===== src/rtl/idli_ex_serial_m.sv =====
// Slice-serial execution unit: DATA_W-bit operands processed SLICE_W bits per cycle, LSB slice first.
// Holds the GPR file, a carry-chained ALU (ADD/SUB/AND/OR/XOR) and the {Z,C} flags.
module idli_ex_serial_m #(
  parameter int DATA_W  = 16,
  parameter int SLICE_W = 4,
  parameter int NREGS   = 16,
  localparam int N      = DATA_W / SLICE_W,
  localparam int REG_W  = $clog2(NREGS),
  localparam int CTR_W  = $clog2(N)
) (
  input  logic               i_ex_gck,
  input  logic               i_ex_rst_n,
  input  logic               i_ex_op_vld,
  output logic               o_ex_op_acp,
  input  logic [2:0]         i_ex_alu_op,
  input  logic [REG_W-1:0]   i_ex_a,
  input  logic [REG_W-1:0]   i_ex_b,
  input  logic [REG_W-1:0]   i_ex_c,
  input  logic [1:0]         i_ex_b_src,
  input  logic               i_ex_c_src,
  input  logic               i_ex_wr_en,
  input  logic [SLICE_W-1:0] i_ex_imm,
  input  logic [SLICE_W-1:0] i_ex_pc,
  output logic [SLICE_W-1:0] o_ex_res,
  output logic               o_ex_res_vld,
  output logic               o_ex_res_last,
  output logic [1:0]         o_ex_flags,
  input  logic [REG_W-1:0]   i_ex_dbg_reg,
  output logic [DATA_W-1:0]  o_ex_dbg_data
);

  localparam logic [CTR_W-1:0] LAST_CTR = CTR_W'(N - 1);

  logic               r_vld;
  logic [CTR_W-1:0]   r_ctr;
  logic               r_carry;
  logic               r_zacc;
  logic [1:0]         r_flags;
  logic [2:0]         r_alu_op;
  logic [REG_W-1:0]   r_a;
  logic [REG_W-1:0]   r_b;
  logic [REG_W-1:0]   r_c;
  logic [1:0]         r_b_src;
  logic               r_c_src;
  logic               r_wr_en;
  logic [DATA_W-1:0]  r_gpr [NREGS];

  logic               w_first;
  logic               w_last;
  logic [31:0]        w_lsb;
  logic [DATA_W-1:0]  w_b_word;
  logic [DATA_W-1:0]  w_c_word;
  logic [SLICE_W-1:0] w_lhs;
  logic [SLICE_W-1:0] w_rhs;
  logic               w_is_sub;
  logic               w_is_logic;
  logic               w_cin;
  logic [SLICE_W:0]   w_sum;
  logic [SLICE_W-1:0] w_res;
  logic               w_cout;
  logic               w_zacc_nxt;

  assign w_first     = (r_ctr == {CTR_W{1'b0}});
  assign w_last      = (r_ctr == LAST_CTR);
  assign w_lsb       = 32'(r_ctr) * 32'(SLICE_W);
  assign o_ex_op_acp = !r_vld || w_last;

  // R0 is hardwired to zero on every read port
  assign w_b_word      = (r_b == {REG_W{1'b0}}) ? {DATA_W{1'b0}} : r_gpr[r_b];
  assign w_c_word      = (r_c == {REG_W{1'b0}}) ? {DATA_W{1'b0}} : r_gpr[r_c];
  assign o_ex_dbg_data = (i_ex_dbg_reg == {REG_W{1'b0}}) ? {DATA_W{1'b0}} : r_gpr[i_ex_dbg_reg];

  // Operand selection and slice ALU for the current execute cycle
  always_comb begin
    w_lhs      = {SLICE_W{1'b0}};
    w_rhs      = {SLICE_W{1'b0}};
    w_res      = {SLICE_W{1'b0}};
    w_cout     = 1'b0;
    w_is_sub   = (r_alu_op == 3'd1);
    w_is_logic = (r_alu_op == 3'd2) || (r_alu_op == 3'd3) || (r_alu_op == 3'd4);
    case (r_b_src)
      2'd0:    w_lhs = w_b_word[w_lsb +: SLICE_W];
      2'd2:    w_lhs = i_ex_pc;
      default: w_lhs = {SLICE_W{1'b0}};
    endcase
    if (r_c_src) begin
      w_rhs = i_ex_imm;
    end else begin
      w_rhs = w_c_word[w_lsb +: SLICE_W];
    end
    w_cin = w_first ? w_is_sub : r_carry;
    w_sum = {1'b0, w_lhs} + {1'b0, (w_is_sub ? ~w_rhs : w_rhs)} + {{SLICE_W{1'b0}}, w_cin};
    case (r_alu_op)
      3'd2:    w_res = w_lhs & w_rhs;
      3'd3:    w_res = w_lhs | w_rhs;
      3'd4:    w_res = w_lhs ^ w_rhs;
      default: begin
        w_res  = w_sum[SLICE_W-1:0];
        w_cout = w_sum[SLICE_W];
      end
    endcase
    w_zacc_nxt = (w_first ? 1'b1 : r_zacc) & (w_res == {SLICE_W{1'b0}});
  end

  // Result slice is only presented while an op is executing
  always_comb begin
    if (r_vld) begin
      o_ex_res      = w_res;
      o_ex_res_vld  = 1'b1;
      o_ex_res_last = w_last;
    end else begin
      o_ex_res      = {SLICE_W{1'b0}};
      o_ex_res_vld  = 1'b0;
      o_ex_res_last = 1'b0;
    end
  end

  assign o_ex_flags = r_flags;

  // Op capture, slice counter, carry/zero chain and flags
  always_ff @(posedge i_ex_gck or negedge i_ex_rst_n) begin
    if (!i_ex_rst_n) begin
      r_vld    <= 1'b0;
      r_ctr    <= {CTR_W{1'b0}};
      r_carry  <= 1'b0;
      r_zacc   <= 1'b1;
      r_flags  <= 2'b00;
      r_alu_op <= 3'd0;
      r_a      <= {REG_W{1'b0}};
      r_b      <= {REG_W{1'b0}};
      r_c      <= {REG_W{1'b0}};
      r_b_src  <= 2'd0;
      r_c_src  <= 1'b0;
      r_wr_en  <= 1'b0;
    end else begin
      if (o_ex_op_acp) begin
        r_vld    <= i_ex_op_vld;
        r_alu_op <= i_ex_alu_op;
        r_a      <= i_ex_a;
        r_b      <= i_ex_b;
        r_c      <= i_ex_c;
        r_b_src  <= i_ex_b_src;
        r_c_src  <= i_ex_c_src;
        r_wr_en  <= i_ex_wr_en;
      end
      // N is a power of two, so the counter wraps to 0 on its own after the last slice
      if (r_vld) begin
        r_ctr   <= r_ctr + {{(CTR_W-1){1'b0}}, 1'b1};
        r_carry <= w_cout;
        r_zacc  <= w_zacc_nxt;
        if (w_last) begin
          r_flags[1] <= w_zacc_nxt;
          if (!w_is_logic) begin
            r_flags[0] <= w_cout;
          end
        end
      end
    end
  end

  // Slice writeback; GPRs are deliberately not reset so completed slices survive a reset
  always_ff @(posedge i_ex_gck) begin
    if (r_vld && r_wr_en && (r_a != {REG_W{1'b0}})) begin
      r_gpr[r_a][w_lsb +: SLICE_W] <= w_res;
    end
  end

endmodule


===== config.mk =====
export PLATFORM = sky130hd
export DESIGN_NAME = idli_ex_serial_m
export DESIGN_NICKNAME = d
export VERILOG_FILES = /design/src/rtl/idli_ex_serial_m.sv
export SDC_FILE = /design/constraint.sdc
export NUM_CORES = 1
export LEC_CHECK = 0
export BUFFER_PORTS_ARGS = -buffer_cell sky130_fd_sc_hd__buf_4
export CORE_UTILIZATION = 35
export CTS_CLUSTER_DIAMETER = 150
export DETAILED_ROUTE_END_ITERATION = 8
export GPL_ROUTABILITY_DRIVEN = 1
export SLEW_MARGIN = 25
export SYNTH_ARGS = -nofsm -noshare
export SYNTH_HDL_FRONTEND = slang
export SYNTH_SLANG_ARGS = --single-unit

===== constraint.sdc =====
create_clock -name i_ex_gck -period 8.9 [get_ports i_ex_gck]
set_clock_uncertainty 0.05 [all_clocks]
set_input_delay 0.445 -clock i_ex_gck [delete_from_list [all_inputs] [get_ports i_ex_gck]]
set_output_delay 0.445 -clock i_ex_gck [all_outputs]
set_load 0.01 [all_outputs]

==> results.cfg <==
[status]
status = finished clean

[setup_path]
regToRegSetupSlack_ps = 2900
cp_cell_sequence = buf_4 > mux2i_1 > a22oi_1 > a31oi_1 > nand4_1 > a32oi_2 > xor2_1 > fa_1 > fa_1 > mux2i_1 > o21ai_1 > nor2_1 > buf_4
crit_path_top_delay_cell = dfrtp_4
cp.buffers_inverters = 2
crit_arrival_ps = 5850
required_ps = 8410
crit_path_end_kind = output pin
critPathLaunchType = register
path_delay_family = compound AO/OA/AOI/OAI gates
worstSetupPathType = register to output pin
worstPathMaxFanout = 47
max_stage_delay_ps = 1030

[synthesis]
synth_edf_count = 256
ys_ff_latch = 282
synthFlopType = edfxtp_1
yosysUniqueCellTypes = 54
synth_commonest_cells = 256 x edfxtp_1, 162 x mux4_2, 93 x nor2_1
yosysTopAreaCell = edfxtp_1
synth_area_um2 = 16200
async_flop_share = 0.0922
synth_top_area_share = 0.475
synthCells = 1041
yosysWarnings = 0
syn_area_per_cell_um2 = 15.6
yosys-top-cells-area = edfxtp_1 47%, mux4_2 23%, mux2i_1 4.6%
yosysMostFrequentCell = edfxtp_1
yosysSeqAreaShare = 0.515

[floorplanning]
fp.dieW_um = 217
die-area_um2 = 47100
fp-row-count = 78
initial_core_util = 0.356
design.core.area_um2 = 45500
ios = 59
die_y_um = 217

[global_route]
grt.overflow.total = 0
track_usage = 0.207
grt_pass1_wl_um = 70700
grt_pass1_vias = 10300
grt_max_degree = 49
antenna_found_initial = 0

[sta]
setup_viol = 0
finalSetupTns_ps = 0
max-slew-margin-rel = 0.265
hold_slack_ps = 57.4
post-route-min-period_ps = 6350
fin_crit_sh = 0.713
drv_slew = 0
max_freq_ghz = 0.158
hold_viol = 0
worst_pin_slew_ps = 1100
rsz0062_at_grt = false

[placed_design]
routabilityCongestion = 0.903
place_area_um2 = 17200
port_buffers = 58
dpl.hpwl_um = 33900

[clock_network]
cts_made_buffers = 30
tritoncts = done
clk_pin_slew_ps = 60
post_cts_buffers = 0
cts_hold_buffers = 2
cts_buffer_depth = 3
cts-resized-gates = 0
cts_sinks = 282
root_buffer = clkbuf_16
cts_htree_levels = 1
clkLatencyLatePin_ps = 580

[pwr]
p_leak_uw = 0.00621
peakVddDrop_uv = 227
p_per_area_nw_per_um2 = 355
finalPower_uw = 6470

[final_layout]
antenna_cells = 0
drive_gt1_frac = 0.307
nFillCells = 4216
syn_to_final_growth_pct = 12.7
layout.nets = 1138
final_cell_area_um2 = 18300

[drt]
ant_nets = 0
drtIter0Drc = 1477
drtPass1Iterations = 7
dr_total_vias = 10300
drc = 0
wirelength_um = 48400
wl_per_cell_um = 28.3
vias_per_cell = 6.03

[job]
drv_cap = 0

[min_path]
min_path_type = primary input to register
==> registers in the layout (all words and copies together) (netlist names) <==
| signal | flops |
|---|---|
| r_vld | 1 |
| r_b | 4 |
| r_c | 4 |
| r_carry | 1 |
| r_zacc | 1 |
| r_gpr | 256 |
| o_ex_flags | 2 |
| r_wr_en | 1 |
| r_alu_op | 3 |
| r_b_src | 2 |
| r_c_src | 1 |
| r_a | 4 |
| r_ctr | 2 |
==> routing by layer <==
layer	share of wire	global-route usage	wire (µm)	up-vias
li1	-	-	-	4323
met1	0.41	0.282	19600	5343
met2	0.47	0.331	22800	540
met3	0.092	0.0415	4460	88
met4	0.031	0.0669	1490	0
met5	0	0	0	-
==> power breakdown <==
group          leakage (µW)  switching, µW  internal (µW)
Combinational       0.00305           1850           1200
Clock              0.000507            523            802
Sequential          0.00265            276           1820
Total               0.00621           2650           3820
==> final cells by class <==
type / instances / area (µm²) / share of cell area
tap: 600 / 751 / 0.0411
sequential: 282 / 8350 / 0.457
timing repair buffer: 74 / 561 / 0.0307
clock inverter: 16 / 214 / 0.0117
multi-input combinational: 681 / 7480 / 0.410
inverter: 16 / 60.1 / 0.00329
clock buffer: 38 / 832 / 0.0456
==> final timing paths <==
path / from / end / cells past startpoint
max in group asynchronous: i_ex_rst_n / r_c[0] / 2
hold / removal: i_ex_b[1] / r_b[1] / 2
hold reg to reg: r_wr_en / r_wr_en / 1
setup reg to reg: r_c[0] / r_gpr[9][11] / 14
min in group asynchronous: i_ex_rst_n / r_vld / 2
setup / recovery: r_c[0] / o_ex_res[1] / 13
==> cell families after synthesis <==
logic type | share of synthesized area
compound gates | 0.0488
buf+inv | 0.0294
other cells | 0.000232
mux | 0.316
simple gates | 0.0715
flops | 0.515
xor+xnor | 0.00379
fa+ha+maj | 0.0156
==> per-stage QoR <==
stage,utilization,instances,worst slack (ps)
global placement,0.377,1651,2940
floorplan,-,1056,4940
finish,0.401,1707,2550
global route,0.401,1707,2330
CTS,0.401,1707,2350
detailed placement,0.377,1651,2800
==> layout by cell type (no fill, tap or decap), drive strengths merged, types with 5 or more instances in the layout <==
master,netlist,routed
a21oi,7,7
a221oi,7,7
a22oi,30,30
a31oi,8,8
a32oi,19,19
and3,5,5
buf,37,72
bufinv,0,5
clkbuf,40,38
clkinv,0,7
conb,1,16
dfrtp,25,25
edfxtp,256,256
ha,17,17
inv,16,17
mux2,33,33
mux2i,75,75
mux4,175,175
nand2,80,80
nand3,23,23
nor2,93,93
nor2b,32,32
o21ai,12,12
Note: power is estimated with default switching activity, not from simulation.
